<file path="src/rtl/nav_pkg.sv">
// ============================================================================
//  Module      : nav_pkg
//  Description : Shared navigation encodings: motor commands, orientation
//                direction codes, bad-angle marker and the heading-aligner
//                state enumeration.
//  Revision    : 1.0 - initial release
// ============================================================================
`default_nettype none

package nav_pkg;

  // Motor driver command encoding (11 is never driven)
  localparam logic [1:0] MOT_STOP = 2'b00;
  localparam logic [1:0] MOT_FWD  = 2'b01;
  localparam logic [1:0] MOT_REV  = 2'b10;

  // Orientation stage direction encoding
  localparam logic [1:0] DIR_ZERO = 2'b00;
  localparam logic [1:0] DIR_POS  = 2'b01;
  localparam logic [1:0] DIR_NEG  = 2'b10;
  localparam logic [1:0] DIR_BAD  = 2'b11;

  // Orientation stage reports unusable data with an all-ones angle
  localparam logic [7:0] ANGLE_BAD = 8'hFF;

  typedef enum logic [2:0] {
    ST_IDLE    = 3'd0,
    ST_CHECK   = 3'd1,
    ST_TURN    = 3'd2,
    ST_SETTLE  = 3'd3,
    ST_SAMPLE  = 3'd4,
    ST_FIN_OK  = 3'd5,
    ST_FIN_ERR = 3'd6
  } align_state_e;

  // Pass counter saturates instead of wrapping so a stuck request never
  // reports a small pass count.
  function automatic logic [2:0] sat_inc3(input logic [2:0] v);
    return (v == 3'd7) ? v : v + 3'd1;
  endfunction

endpackage

`default_nettype wire

</file>
<file path="src/rtl/align_timer.sv">
// ============================================================================
//  Module      : align_timer
//  Description : Loadable down-counter shared by the turn and settle phases.
//                expire_o is high for the single cycle the count sits at 1.
//  Revision    : 1.0 - initial release
// ============================================================================
`default_nettype none

module align_timer #(
  parameter int WIDTH = 32
) (
  input  logic             clk_i,
  input  logic             rst_ni,
  input  logic             load_i,
  input  logic [WIDTH-1:0] value_i,
  output logic             expire_o
);

  logic [WIDTH-1:0] count_q;

  // Load has priority; otherwise count down and park at zero.
  always_ff @(posedge clk_i or negedge rst_ni) begin
    if (!rst_ni) begin
      count_q <= '0;
    end else if (load_i) begin
      count_q <= value_i;
    end else if (count_q != '0) begin
      count_q <= count_q - WIDTH'(1);
    end
  end

  assign expire_o = (count_q == WIDTH'(1));

endmodule

`default_nettype wire

</file>
<file path="src/rtl/heading_aligner.sv">
// ============================================================================
//  Module      : heading_aligner
//  Description : Rotates the robot in place to null the reported heading
//                angle. Turns for ANGLE*TICKS_PER_DEG cycles, lets the
//                sensors settle, re-samples and repeats until aligned or the
//                pass limit is reached. START/ABORT/DONE/FAULT handshake
//                towards the navigation FSM, motor commands to the driver.
//  Revision    : 1.0 - initial release
// ============================================================================
`default_nettype none

module heading_aligner
  import nav_pkg::*;
#(
  parameter int unsigned TICKS_PER_DEG = 32'd50000,
  parameter int unsigned SETTLE_TICKS  = 32'd2500000,
  parameter int unsigned DEADBAND      = 32'd2,
  parameter int unsigned MAX_PASSES    = 32'd4
) (
  input  logic       CLK,
  input  logic       RST_N,
  input  logic       START,
  input  logic       ABORT,
  input  logic [7:0] ANGLE,
  input  logic [1:0] DIRECTION,
  output logic [1:0] MOTOR_L,
  output logic [1:0] MOTOR_R,
  output logic       BUSY,
  output logic       DONE,
  output logic       FAULT,
  output logic [2:0] PASS_CNT
);

  align_state_e state_q, state_d;
  logic [7:0]   angle_q, angle_d;
  logic [1:0]   dir_q,   dir_d;
  logic [2:0]   pass_q,  pass_d;
  logic [1:0]   motl_q,  motl_d;
  logic [1:0]   motr_q,  motr_d;
  logic         busy_q,  busy_d;
  logic         done_q,  done_d;
  logic         fault_q, fault_d;

  logic         tmr_load;
  logic [31:0]  tmr_value;
  logic         tmr_expire;
  logic [31:0]  turn_ticks;

  // Zero-extended product; parameters are chosen so 255*TICKS_PER_DEG fits.
  assign turn_ticks = 32'(angle_q) * TICKS_PER_DEG;

  align_timer #(
    .WIDTH (32)
  ) u_timer (
    .clk_i    (CLK),
    .rst_ni   (RST_N),
    .load_i   (tmr_load),
    .value_i  (tmr_value),
    .expire_o (tmr_expire)
  );

  // State register plus registered copies of every output.
  always_ff @(posedge CLK or negedge RST_N) begin
    if (!RST_N) begin
      state_q <= ST_IDLE;
      angle_q <= '0;
      dir_q   <= DIR_ZERO;
      pass_q  <= '0;
      motl_q  <= MOT_STOP;
      motr_q  <= MOT_STOP;
      busy_q  <= 1'b0;
      done_q  <= 1'b0;
      fault_q <= 1'b0;
    end else begin
      state_q <= state_d;
      angle_q <= angle_d;
      dir_q   <= dir_d;
      pass_q  <= pass_d;
      motl_q  <= motl_d;
      motr_q  <= motr_d;
      busy_q  <= busy_d;
      done_q  <= done_d;
      fault_q <= fault_d;
    end
  end

  // Next-state logic; outputs are decoded from the next state so they are
  // valid in the same cycle the state is entered.
  always_comb begin
    state_d   = state_q;
    angle_d   = angle_q;
    dir_d     = dir_q;
    pass_d    = pass_q;
    tmr_load  = 1'b0;
    tmr_value = '0;

    case (state_q)
      ST_IDLE: begin
        if (START && !ABORT) begin
          angle_d = ANGLE;
          dir_d   = DIRECTION;
          pass_d  = '0;
          state_d = ST_CHECK;
        end
      end
      ST_CHECK: begin
        if (dir_q == DIR_BAD || angle_q == ANGLE_BAD) begin
          state_d = ST_FIN_ERR;
        end else if (dir_q == DIR_ZERO || angle_q <= 8'(DEADBAND)) begin
          state_d = ST_FIN_OK;
        end else if (pass_q == 3'(MAX_PASSES)) begin
          state_d = ST_FIN_ERR;
        end else begin
          tmr_load  = 1'b1;
          tmr_value = turn_ticks;
          state_d   = ST_TURN;
        end
      end
      ST_TURN: begin
        if (tmr_expire) begin
          pass_d    = sat_inc3(pass_q);
          tmr_load  = 1'b1;
          tmr_value = SETTLE_TICKS;
          state_d   = ST_SETTLE;
        end
      end
      ST_SETTLE: begin
        if (tmr_expire) begin
          state_d = ST_SAMPLE;
        end
      end
      ST_SAMPLE: begin
        angle_d = ANGLE;
        dir_d   = DIRECTION;
        state_d = ST_CHECK;
      end
      ST_FIN_OK:  state_d = ST_IDLE;
      ST_FIN_ERR: state_d = ST_IDLE;
      default:    state_d = ST_IDLE;
    endcase

    // Abort overrides everything outside IDLE; pass count is kept so the
    // navigation FSM can see how far the request got.
    if (ABORT && state_q != ST_IDLE) begin
      state_d   = ST_IDLE;
      angle_d   = angle_q;
      dir_d     = dir_q;
      pass_d    = pass_q;
      tmr_load  = 1'b1;
      tmr_value = '0;
    end

    motl_d = MOT_STOP;
    motr_d = MOT_STOP;
    if (state_d == ST_TURN) begin
      if (dir_q == DIR_POS) begin
        motl_d = MOT_REV;
        motr_d = MOT_FWD;
      end else if (dir_q == DIR_NEG) begin
        motl_d = MOT_FWD;
        motr_d = MOT_REV;
      end
    end
    busy_d  = (state_d != ST_IDLE);
    done_d  = (state_d == ST_FIN_OK);
    fault_d = (state_d == ST_FIN_ERR);
  end

  assign MOTOR_L  = motl_q;
  assign MOTOR_R  = motr_q;
  assign BUSY     = busy_q;
  assign DONE     = done_q;
  assign FAULT    = fault_q;
  assign PASS_CNT = pass_q;

endmodule

`default_nettype wire

</file>
<file path="config.mk">
export PLATFORM = sky130hd
export DESIGN_NAME = heading_aligner
export DESIGN_NICKNAME = d
export VERILOG_FILES = /design/src/rtl/nav_pkg.sv /design/src/rtl/align_timer.sv /design/src/rtl/heading_aligner.sv
export SDC_FILE = /design/constraint.sdc
export NUM_CORES = 1
export LEC_CHECK = 0
export ABC_AREA = 1
export CAP_MARGIN = 20
export CORE_MARGIN = 5
export CORE_UTILIZATION = 30
export CTS_CLUSTER_DIAMETER = 120
export DETAILED_ROUTE_END_ITERATION = 10
export SYNTH_ARGS = -nofsm -noshare
export SYNTH_HDL_FRONTEND = slang
export SYNTH_HIERARCHICAL = 1
export SYNTH_SLANG_ARGS = --single-unit
</file>
<file path="constraint.sdc">
create_clock -name CLK -period 5.8 [get_ports CLK]
set_input_delay 1.74 -clock CLK [delete_from_list [all_inputs] [get_ports CLK]]
set_output_delay 1.74 -clock CLK [all_outputs]
set_load 0.02 [all_outputs]
</file>
==> impl_metrics.tcl <==
set metrics [dict create \
    async_reset_ff_share_pct 100.0 \
    insertedDiodeCount 0 \
    drive_gt1_share_pct 6.460 \
    holdBufCountCts 0 \
    antenna_found_initial 0 \
    grt_pass1_wl_um 20210 \
    postCtsSetupRepairBufs 0 \
    reg2reg_slack_ns 2.03 \
    synth_top_area_share_pct 25.95 \
    worst_pin_slew_ns 0.7077 \
    synthXorXnorAreaFrac_pct 3.771 \
    rr_endpoint "u_timer/count_q[19]" \
    clock_latency_ns 0.29 \
    nets 832 \
    setup_viol 0 \
    path_max_fanout 36 \
    wl_per_cell_um 11.91 \
    dpl.hpwl_um 9325 \
    die_w_um 140.5 \
    cts-buffers-inserted 5 \
    drc 0 \
    area_delta_synth_final_pct 12.02 \
    slew_headroom_pct 52.82 \
    synth_top_family_by_area "simple AND/OR/NAND/NOR gates" \
    clockBufferDepth 2 \
    core_mm2 0.01664 \
    hold_class "flip-flop to flip-flop" \
    syn_area_mm2 0.005110 \
    synth_top_flop_cell "dfrtp_1" \
    status "completed" \
    cp-start-kind "primary input" \
    synth_top_area_cell "dfrtp_1" \
    die_h_um 140.5 \
    syn-instance-count 711 \
    period_minus_slack_ns 4.052 \
    synthTopCellsByCount "nand2_1, nor2_1, inv_1" \
    clk_pin_slew_ns 0.07 \
    synth_fa_ha_area_share_pct 20.37 \
    cts_sinks 53 \
    drt_wl_total_um 11470 \
    grt.overflow.total 0 \
    endpoint_kind "flip-flop" \
    synth-compound-area-share_pct 8.203 \
    initial_utilization_pct 30.70 \
    reg2regPathDepth 16 \
    min_period_over_period_pct 69.86 \
    drt_iter0_markers 203 \
    first_pass_iters 4 \
    synthSimpleGateAreaFrac_pct 33.50 \
    fin_skew_ns 0.007126 \
    drv_slew 0 \
    rsz0062_at_grt "false" \
    synth_area_leaders "dfrtp_1, ha_1, nand2_1, nor2_1, inv_1" \
    min_from "dir_q[0]" \
    synth.area.mux_share_pct 0 \
    row_count 47 \
    hold_violations 0 \
    port_buffers 23 \
    whs_path_depth 2 \
    cp.required_ns 6.03 \
    seq_area_frac_synth_pct 25.95 \
    maxCapViolations 0 \
    cts_resized 0 \
    die-area_mm2 0.01974 \
    detail_route.vias_per_cell 4.445 \
    n_fill_cell 1803 \
    fmax_mhz 246.8 \
    cts_tree "yes" \
    num_vias 4281 \
    num_io_pins 24 \
    worstSetupPathType "primary input to flip-flop" \
    rr_startpoint "angle_q[2]" \
    htreeDepth 2 \
    first_global_vias 4287 \
    synth_area_per_cell_um2 7.187 \
    hold_path_end "MOTOR_R[0]" \
    ant_nets 0 \
    finalWeightedCongestion 0.8390 \
    worst_ep_arrival_time_ns 4.28 \
    root_buffer "clkbuf_16" \
    synth_cell_types 39 \
    setup-tns-final_ns 0 \
    ys_ff_latch 53 \
    yosysMostFrequentCell "nand2_1" \
    yosysWarnings 6 \
    grt_max_degree 54 \
    track_usage_pct 12.17 \
    synth_edf_count 0 \
]
state kept, by name, summed over array words and instances, names as in the netlist:
name	cells
BUSY	1
MOTOR_L	1
dir_q	2
u_timer/count_q	32
angle_q	8
DONE	1
PASS_CNT	3
state_q	3
FAULT	1
MOTOR_R	1
layout by cell type (no fill, tap or decap), types with 3 or more instances in the layout:
cell type / count
nand2_1: 183
nor2_1: 112
inv_1: 84
ha_1: 64
dfrtp_1: 53
nand3_1: 37
a21oi_1: 37
o21ai_0: 22
clkdlybuf4s50_1: 22
xnor2_1: 16
fa_1: 12
conb_1: 12
nor2_2: 10
nand4_1: 8
xor2_1: 6
nand3b_1: 6
nand2_2: 6
and2_1: 5
clkbuf_16: 5
nor2_4: 4
o21bai_1: 4
o21ai_2: 4
nor3_1: 3
critical path, stage by stage:
cell	delay [ns]
clkdlybuf4s50_1	0.50
inv_1	0.08
nor2_4	0.18
inv_4	0.07
nand3_1	0.08
buf_4	0.34
clkinv_1	0.60
nand2_4	0.43
o21ai_0	0.15
nor2_1	0.11
layout make-up:
| cell class | instances | area, um2 | area share, % |
|---|---|---|---|
| timing repair buffer | 25 | 240.2 | 4.197 |
| clock inverter | 1 | 7.507 | 0.1311 |
| clock buffer | 7 | 132.6 | 2.317 |
| tap | 220 | 275.3 | 4.809 |
| sequential | 53 | 1326 | 23.17 |
| inverter | 88 | 332.8 | 5.814 |
| multi-input combinational | 569 | 3410 | 59.56 |
worst max path at each step:
stage | startpoint | end | slack, ns | cells past startpoint
after floorplan | angle_q[2] | u_timer/count_q[19] | 2.38 | 16
after global placement | ABORT | u_timer/count_q[15] | 1.51 | 10
after detailed placement | ABORT | u_timer/count_q[15] | 1.45 | 10
after CTS | ABORT | u_timer/count_q[15] | 1.76 | 10
after global routing | ABORT | u_timer/count_q[15] | 1.54 | 10
final | ABORT | u_timer/count_q[15] | 1.75 | 10
metrics by stage:
step	hold slack, ns	cells	utilization (%)	worst slack, ns	cell area, um2
floorplan	0.5030	722	-	2.378	5151
global placement	0.5327	955	33.55	1.514	5584
detailed placement	0.5236	955	33.55	1.449	5584
CTS	0.5391	963	34.40	1.756	5724
global route	0.5754	963	34.40	1.537	5724
finish	0.5338	963	34.40	1.748	5724
routing by layer:
layer / track usage, % / up-vias / routed length, um / share of wire, %
met5: 0 / - / 0 / 0
met4: 2.448 / 0 / 146 / 1.3
met3: 2.079 / 11 / 330 / 2.9
met2: 20.04 / 44 / 5207 / 45
met1: 16.85 / 1923 / 5790 / 50
li1: - / 2303 / - / -
cell families (layout without fill, tap and decap cells):
kind of cell,count (synthesis),after routing
compound gates,74,74
xor+xnor,22,22
fa+ha+maj,76,76
buf+inv,100,121
flops,53,53
other cells,1,12
simple gates,385,385
Power is not shown: default switching activity piles up to over one toggle a cycle in this logic, so the estimate is an artifact.
